**config.mk**
```make
export PLATFORM = sky130hd
export DESIGN_NAME = ps2_key_decoder
export DESIGN_NICKNAME = d
export VERILOG_FILES = /design/src/rtl/ps2_pkg.sv /design/src/rtl/ps2_scan_to_ascii.sv /design/src/rtl/ps2_key_decoder.sv
export SDC_FILE = /design/constraint.sdc
export NUM_CORES = 1
export LEC_CHECK = 0
export BUFFER_PORTS_ARGS = -buffer_cell sky130_fd_sc_hd__buf_2
export CAP_MARGIN = 0
export CORE_ASPECT_RATIO = 1.75
export CORE_MARGIN = 2
export CORE_UTILIZATION = 64
export CTS_CLUSTER_SIZE = 8
export DETAILED_ROUTE_END_ITERATION = 16
export GPL_ROUTABILITY_DRIVEN = 0
export HOLD_SLACK_MARGIN = 0.08
export PLACE_DENSITY = 0.85
export SYNTH_ARGS = -nofsm -noshare
export SYNTH_HDL_FRONTEND = slang
export SYNTH_SLANG_ARGS = --single-unit
```
**constraint.sdc**
```tcl
create_clock -name clk -period 5.5 [get_ports clk]
set_input_delay 0.55 -clock clk [delete_from_list [all_inputs] [get_ports clk]]
set_output_delay 0.55 -clock clk [all_outputs]
set_load 0.05 [all_outputs]
```
**src/rtl/ps2_pkg.sv**
```systemverilog
// Shared PS/2 constants, FSM state encoding and byte classification for the key decoder.
// Pure definitions: no latency, no flow control.
package ps2_pkg;

  localparam logic [7:0] PS2_EXT    = 8'hE0;
  localparam logic [7:0] PS2_BRK    = 8'hF0;
  localparam logic [7:0] PS2_PAUSE  = 8'hE1;

  localparam logic [7:0] PS2_LEFT   = 8'h6B;
  localparam logic [7:0] PS2_RIGHT  = 8'h74;
  localparam logic [7:0] PS2_UP     = 8'h75;
  localparam logic [7:0] PS2_DOWN   = 8'h72;

  localparam logic [7:0] PS2_LSHIFT = 8'h12;
  localparam logic [7:0] PS2_RSHIFT = 8'h59;

  localparam logic [7:0] ASCII_CASE_OFFSET = 8'h20;

  typedef enum logic [1:0] {
    ST_IDLE    = 2'd0,
    ST_EXT     = 2'd1,
    ST_BRK     = 2'd2,
    ST_EXT_BRK = 2'd3
  } ps2_state_e;

  // Keyboard status/ack replies and the pause prefix never form a key event.
  function automatic logic is_ignored_byte(input logic [7:0] b);
    return (b == PS2_PAUSE) || (b == 8'hAA) || (b == 8'hFA) || (b == 8'hFE) ||
           (b == 8'hEE) || (b == 8'h00) || (b == 8'hFF);
  endfunction

endpackage

```
**src/rtl/ps2_scan_to_ascii.sv**
```systemverilog
// Set-2 scan code to ASCII lookup (letters, digits, space, enter, backspace); 0 means unmapped.
// Purely combinational, no flow control.
module ps2_scan_to_ascii
  import ps2_pkg::*;
(
  input  logic [7:0] code,
  input  logic       shift,
  output logic [7:0] ascii
);

  logic [7:0] base;

  always_comb begin
    base = 8'h00;
    case (code)
      8'h1C: base = 8'h61; 8'h32: base = 8'h62; 8'h21: base = 8'h63; 8'h23: base = 8'h64;
      8'h24: base = 8'h65; 8'h2B: base = 8'h66; 8'h34: base = 8'h67; 8'h33: base = 8'h68;
      8'h43: base = 8'h69; 8'h3B: base = 8'h6A; 8'h42: base = 8'h6B; 8'h4B: base = 8'h6C;
      8'h3A: base = 8'h6D; 8'h31: base = 8'h6E; 8'h44: base = 8'h6F; 8'h4D: base = 8'h70;
      8'h15: base = 8'h71; 8'h2D: base = 8'h72; 8'h1B: base = 8'h73; 8'h2C: base = 8'h74;
      8'h3C: base = 8'h75; 8'h2A: base = 8'h76; 8'h1D: base = 8'h77; 8'h22: base = 8'h78;
      8'h35: base = 8'h79; 8'h1A: base = 8'h7A;
      8'h45: base = 8'h30; 8'h16: base = 8'h31; 8'h1E: base = 8'h32; 8'h26: base = 8'h33;
      8'h25: base = 8'h34; 8'h2E: base = 8'h35; 8'h36: base = 8'h36; 8'h3D: base = 8'h37;
      8'h3E: base = 8'h38; 8'h46: base = 8'h39;
      8'h29: base = 8'h20;
      8'h5A: base = 8'h0D;
      8'h66: base = 8'h08;
      default: base = 8'h00;
    endcase
    ascii = base;
    // Shift only affects letters; digits and control characters pass unchanged.
    if (shift && (base >= 8'h61) && (base <= 8'h7A)) begin
      ascii = base - ASCII_CASE_OFFSET;
    end
  end

endmodule

```
**src/rtl/ps2_key_decoder.sv**
```systemverilog
// Decodes PS/2 make/break/extended byte stream into arrow/shift levels and ASCII strobes.
// Outputs registered 1 clk after the final byte; no backpressure, every rx_valid byte is consumed.
module ps2_key_decoder
  import ps2_pkg::*;
#(
  parameter int TIMEOUT_CYCLES = 200000
) (
  input  logic       clk,
  input  logic       reset,
  input  logic [7:0] rx_data,
  input  logic       rx_valid,
  output logic       key_left,
  output logic       key_right,
  output logic       key_up,
  output logic       key_down,
  output logic [7:0] ascii,
  output logic       ascii_valid,
  output logic       shift_held
);

  localparam int CNT_W = $clog2(TIMEOUT_CYCLES + 1);
  localparam logic [CNT_W-1:0] CNT_LAST = CNT_W'(TIMEOUT_CYCLES - 1);

  ps2_state_e       state_q, state_d;
  logic [CNT_W-1:0] cnt_q, cnt_d;
  logic             left_q, left_d, right_q, right_d, up_q, up_d, down_q, down_d;
  logic             lshift_q, lshift_d, rshift_q, rshift_d;
  logic [7:0]       ascii_q, ascii_d;
  logic             ascii_valid_q, ascii_valid_d;
  logic [7:0]       lut_ascii;

  ps2_scan_to_ascii u_lut (
    .code  (rx_data),
    .shift (lshift_q | rshift_q),
    .ascii (lut_ascii)
  );

  always_comb begin
    state_d       = state_q;
    cnt_d         = cnt_q;
    left_d        = left_q;
    right_d       = right_q;
    up_d          = up_q;
    down_d        = down_q;
    lshift_d      = lshift_q;
    rshift_d      = rshift_q;
    ascii_d       = ascii_q;
    ascii_valid_d = 1'b0;

    if (rx_valid) begin
      cnt_d = '0;
      case (state_q)
        ST_IDLE: begin
          if (rx_data == PS2_EXT) begin
            state_d = ST_EXT;
          end else if (rx_data == PS2_BRK) begin
            state_d = ST_BRK;
          end else if (!is_ignored_byte(rx_data)) begin
            if (rx_data == PS2_LSHIFT) begin
              lshift_d = 1'b1;
            end else if (rx_data == PS2_RSHIFT) begin
              rshift_d = 1'b1;
            end else if (lut_ascii != 8'h00) begin
              ascii_d       = lut_ascii;
              ascii_valid_d = 1'b1;
            end
          end
        end
        ST_EXT: begin
          if (rx_data == PS2_BRK) begin
            state_d = ST_EXT_BRK;
          end else if (rx_data != PS2_EXT) begin
            state_d = ST_IDLE;
            case (rx_data)
              PS2_LEFT:  left_d  = 1'b1;
              PS2_RIGHT: right_d = 1'b1;
              PS2_UP:    up_d    = 1'b1;
              PS2_DOWN:  down_d  = 1'b1;
              default:   ;
            endcase
          end
        end
        ST_BRK: begin
          state_d = ST_IDLE;
          if (rx_data == PS2_LSHIFT) begin
            lshift_d = 1'b0;
          end else if (rx_data == PS2_RSHIFT) begin
            rshift_d = 1'b0;
          end
        end
        default: begin
          // Extended break: a repeated prefix here is malformed and falls through the case.
          state_d = ST_IDLE;
          case (rx_data)
            PS2_LEFT:  left_d  = 1'b0;
            PS2_RIGHT: right_d = 1'b0;
            PS2_UP:    up_d    = 1'b0;
            PS2_DOWN:  down_d  = 1'b0;
            default:   ;
          endcase
        end
      endcase
    end else if (state_q != ST_IDLE) begin
      if (cnt_q == CNT_LAST) begin
        state_d = ST_IDLE;
        cnt_d   = '0;
      end else if (cnt_q != {CNT_W{1'b1}}) begin
        cnt_d = cnt_q + CNT_W'(1);
      end
    end
  end

  always_ff @(posedge clk) begin
    if (reset) begin
      state_q       <= ST_IDLE;
      cnt_q         <= '0;
      left_q        <= 1'b0;
      right_q       <= 1'b0;
      up_q          <= 1'b0;
      down_q        <= 1'b0;
      lshift_q      <= 1'b0;
      rshift_q      <= 1'b0;
      ascii_q       <= 8'h00;
      ascii_valid_q <= 1'b0;
    end else begin
      state_q       <= state_d;
      cnt_q         <= cnt_d;
      left_q        <= left_d;
      right_q       <= right_d;
      up_q          <= up_d;
      down_q        <= down_d;
      lshift_q      <= lshift_d;
      rshift_q      <= rshift_d;
      ascii_q       <= ascii_d;
      ascii_valid_q <= ascii_valid_d;
    end
  end

  assign key_left    = left_q;
  assign key_right   = right_q;
  assign key_up      = up_q;
  assign key_down    = down_q;
  assign ascii       = ascii_q;
  assign ascii_valid = ascii_valid_q;
  assign shift_held  = lshift_q | rshift_q;

endmodule

```
# Word level (Yosys, flattened, before mapping)
# Memory sizes are Yosys's and may differ from the RTL's.
# Index checks and enable logic that the tools add are counted.
[totals]
output_inout_bits = 14
elab_cells = 131
register_bits = 35
rom_bits = 896
memories = 1
[op_classes]
mux = 47
reduce_logical = 28
addsub = 2
bitwise_logic = 9
order_cmp = 2
eq_ne = 32
[mem_list]
columns = ["name", "depth", "word_bits", "read_ports", "rd_clocked_by_memory_dff", "wr", "line", "rtl"]
rows = [
  ["(name not given)", 128, 7, 1, 0, 0, "ps2_scan_to_ascii.sv:15", "case (code)"],
]
[op_table]
columns = ["operator", "count"]
rows = [
  ["$eq A8 B8 Y1 const B", 8],
  ["$eq A8 B7 Y1 const B", 5],
  ["$mux W18", 2],
  ["$mux W1", 29],
  ["$ne A2 B2 Y1 const B", 11],
  ["$reduce_and A5 Y1", 4],
  ["$add A18 B1 Y18 const B", 1],
  ["$eq A18 B18 Y1 const B", 1],
  ["$ne A18 B18 Y1 const B", 1],
  ["$mux W8", 2],
  ["$mux W2", 7],
  ["$pmux W1 S2", 6],
  ["$reduce_bool A2 Y1", 5],
  ["$reduce_and A9 Y1", 1],
  ["$eq A8 B5 Y1 const B", 1],
  ["$ge A8 B7 Y1 const B", 1],
  ["$le A8 B7 Y1 const B", 1],
  ["$logic_not A8 Y1", 1],
  ["$ne A4 B4 Y1 const B", 2],
  ["$ne A8 B8 Y1 const B", 1],
  ["$not A1 Y1", 8],
  ["$reduce_and A8 Y1", 1],
  ["$reduce_bool A8 Y1", 1],
  ["$reduce_or A8 Y1", 1],
  ["other kinds (12)", 19],
]

# Longest topological paths before layout
# Gate-level depths: netlist of run 1.
[logic_depth]
ltp_word = 11
mapped_depth = 13

# Modules after synthesis
# Synthesis of run 1 repeated with hierarchy kept, for this count alone.
[unflattened]
hier_cells = 354
area_unflattened_um2 = 2832.7
[modules_own_cells]
columns = ["module", "area_per_inst_um2", "n_inst", "cells_each"]
rows = [
  ["ps2_key_decoder", 1901.8, 1, 223],
  ["ps2_scan_to_ascii", 930.9, 1, 131],
]

# Worst setup path before layout of run 1
# No wires, ideal clock.
[synth_path]
path_type = "input -> register"
start = "input rx_data[1]"
end = "register ascii_q[5] (netlist: ascii[5])"
cell_stages = 12
t_required_ns = 5.386
path_slack_ns = 2.705
t_arrival_ns = 2.681
setup_time_ns = 0.114
cell_sequence = "buf_2 inv_1 ha_1 buf_2 mux2i_1 a2bb2oi_1 a211o_1 a31oi_2 nand3b_1 nor2_1 or4_4 a21o_1"
[synth_via]
elab_chain_len = 9
[synth_lines]
columns = ["item", "line", "rtl"]
rows = [
  ["start: declaration", "ps2_key_decoder.sv:10", "input logic [7:0] rx_data,"],
  ["branches (longest 9 deep; another with $ge A8 B7 Y1)", "n/a", ""],
  ["end signal: assignment", "ps2_key_decoder.sv:134", "ascii_q <= ascii_d;"],
  ["end: declaration", "ps2_key_decoder.sv:28", "logic [7:0] ascii_q, ascii_d;"],
]
# Several ways; the timed one is not identified.
# A chain may end at the register's enable or synchronous reset.

# Worst setup path after layout of run 1
[layout_path]
start = "input rx_data[0]"
end = "register ascii_q[5] (netlist: ascii[5])"
# The elaborated chain is that of the path after synthesis.

==> flow_summary.ini, run 1 <==
[synth]
ys_warn_count = 0
synth-simple-area-share_pct = 31.1
ys_types = 65
synth.top_cell.area_share_pct = 26.5
synthXorXnorAreaFrac_pct = 4.31
synthTopCellsByArea = dfxtp_1 27%, nor2_1 5.5%, ha_1 4.3%, nand2_1 4.0%, xor2_1 4.0%
synth_top_area_cell = dfxtp_1
synth_top_family_by_area = simple AND/OR/NAND/NOR gates
synth_cells = 335
syn-mean-instance-area_um2 = 7.89
synth_compound_area_share_pct = 22.0
ys_seq_elements = 35
synthFlopType = dfxtp_1
syn_nets = 355
seq_area_frac_synth_pct = 26.5
synth_adder_area_share_pct = 4.26
async_flop_share_pct = 0
synth-edff-count = 0
synth.mux.area_fraction_pct = 4.73
synth.cell_area_um2 = 2640

[floorplanning]
die_h_um = 89.0
die_x_um = 52.6
start_util_pct = 67.7
pin_count = 25
num_rows = 30
dieArea_um2 = 4680
core_um2 = 3900

[timing]
tightestPinTransition_ns = 1.10
rsz0062_at_grt = no
clock_skew_ns = 0.00771
finalMaxSlewViolations = 0
period_needed_ns = 2.93
setup_violations = 0
holdWs_ns = 0.478
slew_headroom_pct = 25.9
tns_ns = 0
max_freq_mhz = 342
hold_viol_final = 0
finalCritPeriodShare_pct = 53.2

[detailed_routing]
dr.first_iter.drc_count = 105
wl_per_cell_um = 16.2
postRouteAntennaNets = 0
vias_per_cell = 6.54
drt-pass1-iter-count = 5
drc_errors = 0
wl_mm = 6.35
vias = 2558

[setup_path]
worstSetupPathType = in -> reg
cp.arrival_ns = 3.12
cp-end-kind = flop
crit_required_ns = 5.69
cpLargestDelayFamily = simple AND/OR/NAND/NOR gates
cp_slowest_cell = or4_4
ff2ff_path_depth = 8
reg2reg_slack_ns = 3.17
crit_fanout = 16
crit_path_max_incr_delay_ns = 0.51
path_buf_inv = 2
cp_cell_sequence = buf_2 -> inv_1 -> ha_1 -> and4b_1 -> a211oi_1 -> or3b_1 -> a31oi_2 -> nand3b_1 -> nor2_1 -> or4_4 -> a21o_1
critPathLaunchType = primary input
timing.rr.end = cnt_q[11]$_SDFFE_PP0P_
rr_startpoint = cnt_q[8]$_SDFFE_PP0P_

[worst_hold_path]
min_to = key_down$_SDFFE_PP0P_
hold_start = key_down$_SDFFE_PP0P_
hp-class = reg -> reg
hold_path_depth = 2

[cells_and_area]
area_delta_synth_final_pct = 4.31
layout-drive-gt1-share_pct = 12.8
diodes = 0
finalNonFillerCells = 391
final_cell_area_um2 = 2760
design.final.nets = 363
fin_util_pct = 70.6

[power]
internal_power_uw = 396
power_frac_comb_pct = 21.5
ir_drop_mv = 0.130
clkPwrFrac_pct = 33.1
p_seq_share_pct = 45.3
leakage_uw = 0.00103
switching_power_uw = 178
power_density_nw_per_um2 = 208
sw_frac_of_total_pct = 31.0

[cts]
path_clk_slew_ns = 0.07
clkSinkCount = 35
cts_tree = done
cts_max_level = 2
ctsResizeCount = 0
cts_inserted_buffers = 5
cts.path.max_buffers = 2
cts_root_buf = clkbuf_8
cts_setup_buffers = 0
clock_latency_ns = 0.29
cts_hold_buf = 0

[global_route]
grt_first_pass_wirelength_mm = 10.4
overflow = 0
grt_max_degree = 37
grtUsageTotal_pct = 29.0
antenna_found_initial = 0
grt_pass1_vias = 2341

[place]
portBuffers = 24
place_area_um2 = 2670
dp_cells = 384
place_hpwl_mm = 4.61

[flow_run]
max_cap_violations = 0

[outcome]
status = completed
-- cells in the mapped netlist, types with 2 or more instances --
master	n
a211o_1	2
o32ai_1	3
or3_1	7
buf_2	6
nor2_1	39
nor2b_1	9
mux2_2	2
o21ai_0	14
buf_6	6
inv_1	8
and3_1	2
and2_1	2
xor2_1	12
o211ai_1	3
a41o_1	2
nand3b_1	6
o21ai_1	4
and4_1	3
clkbuf_1	9
a31oi_1	3
nor3_1	11
a21o_1	3
o22ai_1	2
nand2_1	28
a2bb2oi_1	2
nand3_1	9
nor4b_1	4
a22oi_1	2
nand4_1	10
dfxtp_1	35
and2b_1	2
a211oi_1	8
nor3b_1	3
nand2b_1	9
mux2i_1	8
a21oi_1	17
o2111ai_1	3
ha_1	9
o32a_1	2
-- flip-flops by register name, summed over array words and instances (netlist names) --
| signal | flops |
|---|---|
| ascii | 8 |
| key_left | 1 |
| key_right | 1 |
| lshift_q | 1 |
| ascii_valid | 1 |
| rshift_q | 1 |
| cnt_q | 18 |
| key_down | 1 |
| key_up | 1 |
| state_q | 2 |
-- metal layers --
metal	track usage (%)	vias to the layer above	part of all wire, %
met5	0	-	0
met4	18.2	0	4.7
met3	3.34	23	4.3
met2	52.4	95	53
met1	31.0	1194	38
li1	-	1246	-
-- area by class of cell --
cell class / instances / area [µm²]
Multi-Input combinational cell: 268 / 1760
Clock buffer: 6 / 82.6
Inverter: 9 / 33.8
Timing Repair Buffer: 24 / 120
Tap cell: 48 / 60.1
Fill cell: 325 / 1150
Sequential cell: 35 / 701
Clock inverter: 1 / 5.00
-- worst max path at each step --
stage                          start                    end  slack (ns)  cells past startpoint
after floorplan           rx_data[1]  ascii[5]$_SDFFE_PP0P_        2.71                     12
after global routing      rx_data[0]  ascii[5]$_SDFFE_PP0P_        2.39                     11
after detailed placement  rx_data[0]  ascii[5]$_SDFFE_PP0P_        2.28                     11
after global placement    rx_data[0]  ascii[5]$_SDFFE_PP0P_        2.37                     11
final                     rx_data[0]  ascii[5]$_SDFFE_PP0P_        2.57                     11
after CTS                 rx_data[0]  ascii[5]$_SDFFE_PP0P_        2.60                     11
-- cells by family after synthesis --
kind of cell	count (synthesis)
mux	11
flops	35
fa+ha+maj	9
buf+inv	32
xor+xnor	13
simple gates	152
compound gates	83
-- through the flow --
step	setup slack (ns)	total power [µW]
finish	2.57	574
global route	2.39	596
CTS	2.60	573
detailed placement	2.28	386
global placement	2.37	386
floorplan	2.71	366
-- worst min-delay path: cells and delay by family, from the launching register on --
kind | cells | cell delay (ns)
flops | 1 | 0.31
compound gates | 2 | 0.12
-- placed cells by master (no fill, tap or decap), types with 3 or more instances in the layout --
cell	instances
dfxtp_1	35
ha_1	9
nor2_1	39
and4_1	3
a21oi_1	17
nand4_1	10
buf_2	24
xor2_1	12
nor3_1	11
nor3b_1	3
nand3b_1	6
a211oi_1	8
clkbuf_8	6
mux2i_1	8
nand3_1	9
o21ai_0	14
o2111ai_1	3
o32ai_1	3
nor4b_1	4
nor2b_1	9
a31oi_1	3
inv_1	8
o21ai_1	4
a21o_1	3
o211ai_1	3
or3_1	7
nand2b_1	9
nand2_1	28
-- power groups by stage --
stage	clock (µW)	sequential (µW)	combinational [µW]
after floorplan	0	283	83.2
after global placement	0	266	120
after detailed placement	0	266	120
after CTS	192	260	121
after global routing	202	260	134
final	190	260	124
Power figures use the tool's default switching activity.
==> run 2: changes to the inputs <==
Settings changed: CORE_UTILIZATION 64 to 60, PLACE_DENSITY 0.85 to 0.81.
Clock period 5.5 ns to 3 ns, I/O delays scaled along.
==> run 2 against run 1 <==
Register-to-register slack worse by 2.5 ns; final cell count up 3.3%; clock-buffer cell count unchanged; wire length up 7.7%; hold slack worse by 0.18 ns; highest routed layer unchanged.
==> flow_summary.ini, run 2 (synthesized netlist as in run 1, its figures left out) <==
[outcome]
status = completed

[detailed_routing]
drt-pass1-iter-count = 4
dr.first_iter.drc_count = 87
drc_errors = 0
postRouteAntennaNets = 0
wl_mm = 6.83
wl_per_cell_um = 16.9
vias = 2575
vias_per_cell = 6.37

[timing]
slew_headroom_pct = 67.9
period_needed_ns = 2.56
tightestPinTransition_ns = 0.481
finalMaxSlewViolations = 0
hold_viol_final = 0
rsz0062_at_grt = no
max_freq_mhz = 391
finalCritPeriodShare_pct = 85.3
clock_skew_ns = 0.00611
tns_ns = 0
setup_violations = 0

[flow_run]
max_cap_violations = 0

[cells_and_area]
seqCellArea_um2 = 701
largest_reg_flops = 18
design.final.nets = 372
multiInputGateArea_um2 = 1760
diodes = 0
fillers = 395
final_common_cell = nor2_1
layout-drive-gt1-share_pct = 15.3
most-common-layout-cells = 39 x nor2_1, 35 x dfxtp_1, 28 x nand2_1
largest-register = cnt_q
area_delta_synth_final_pct = 8.14
fin_util_pct = 66.1

[power]
p_seq_share_pct = 41.0
power_density_nw_per_um2 = 406
clkPwrFrac_pct = 38.6
sw_frac_of_total_pct = 29.2
power_frac_comb_pct = 20.4
ir_drop_mv = 0.356
switching_power_uw = 339
internal_power_uw = 822
leakage_uw = 0.00108

[setup_path]
cp-end-kind = flop
worstSetupPathType = in -> reg
ff2ff_path_depth = 8
rr_startpoint = cnt_q[8]$_SDFFE_PP0P_
crit_fanout = 13
reg2reg_slack_ns = 0.65
crit_path_max_incr_delay_ns = 0.52
critPathLaunchType = primary input
cp_slowest_cell = or4_4
crit_required_ns = 3.19
timing.rr.end = cnt_q[11]$_SDFFE_PP0P_
cp_cell_sequence = buf_2 -> inv_1 -> ha_1 -> mux2i_1 -> a2bb2oi_1 -> a211o_1 -> a31oi_2 -> nand3b_1 -> nor2_1 -> or4_4 -> a21o_1
cp.arrival_ns = 2.75

[cts]
cts_setup_buffers = 0
ctsResizeCount = 0
cts_inserted_buffers = 5
cts_max_level = 2
cts_root_buf = clkbuf_8
cts.path.max_buffers = 2
clkSinkCount = 35
path_clk_slew_ns = 0.08
cts_hold_buf = 0
clock_latency_ns = 0.29
cts_tree = done

[global_route]
grt_first_pass_wirelength_mm = 11.5
met2_usage_pct = 50.2
grt_max_degree = 28
grtUsageTotal_pct = 30.7
overflow = 0
antenna_found_initial = 0
grt_pass1_vias = 2420
grt_use_met3_pct = 6.03
busiest_layer = met2
grt_use_met1_pct = 34.1

[worst_hold_path]
hp-class = in -> reg
hold_start = rx_valid
min_to = cnt_q[1]$_SDFFE_PP0P_
hold_path_depth = 2

[floorplanning]
die_x_um = 54.2
start_util_pct = 61.1
pin_count = 25
num_rows = 32
core_um2 = 4320
dieArea_um2 = 4970
die_h_um = 91.8

[place]
place_hpwl_mm = 5.01
portBuffers = 24
-- run 2: critical path, delay by kind of cell --
family          cells  cell delay, ns
compound gates      4            0.87
buf+inv             2            0.31
mux                 1            0.15
fa+ha+maj           1            0.36
simple gates        3            0.76
-- run 2: layout make-up --
| type | count | area share [%] |
|---|---|---|
| clock inverters | 2 | 1.23 |
| multi-input cells | 268 | 61.4 |
| clock buffers | 6 | 2.89 |
| flip-flops and latches | 35 | 24.5 |
| repair buffers | 33 | 6.56 |
| well taps | 51 | 2.23 |
| inverters | 9 | 1.18 |
-- run 2: power groups by stage --
| stage | sequential, µW | combinational, µW | clock (µW) |
|---|---|---|---|
| 6_report | 477 | 237 | 448 |
| 4_1_cts | 477 | 233 | 449 |
| 3_5_place_dp | 488 | 232 | 0 |
| 3_3_place_gp | 487 | 230 | 0 |
| 5_1_grt | 478 | 258 | 472 |
| 2_1_floorplan | 518 | 153 | 0 |
-- run 2: how the worst max path moves through the flow --
stage / slack (ns) / end / from / cells after the start
5_1_grt: 0.24 / ascii[3]$_SDFFE_PP0P_ / rx_data[1] / 11
6_report: 0.44 / ascii[5]$_SDFFE_PP0P_ / rx_data[1] / 11
2_1_floorplan: 0.46 / ascii[5]$_SDFFE_PP0P_ / rx_data[1] / 12
3_5_place_dp: 0.17 / ascii[5]$_SDFFE_PP0P_ / rx_data[1] / 11
3_3_place_gp: 0.18 / ascii[5]$_SDFFE_PP0P_ / rx_data[1] / 11
4_1_cts: 0.47 / ascii[5]$_SDFFE_PP0P_ / rx_data[0] / 11
-- run 2: layer usage --
| layer | vias up | wire length (µm) |
|---|---|---|
| met1 | 1206 | 2610 |
| met5 | - | 0 |
| met2 | 81 | 3550 |
| li1 | 1257 | - |
| met3 | 31 | 218 |
| met4 | 0 | 461 |
-- run 2: stage by stage --
stage | instances | setup slack (ns) | power [µW] | cell area [µm²] | hold WS [ns]
after detailed placement | 396 | 0.168 | 720 | 2740 | 0.472
after floorplan | 335 | 0.455 | 671 | 2640 | 0.452
after CTS | 404 | 0.471 | 1160 | 2860 | 0.300
final | 404 | 0.441 | 1160 | 2860 | 0.296
after global placement | 396 | 0.180 | 718 | 2740 | 0.459
after global routing | 404 | 0.243 | 1210 | 2860 | 0.325
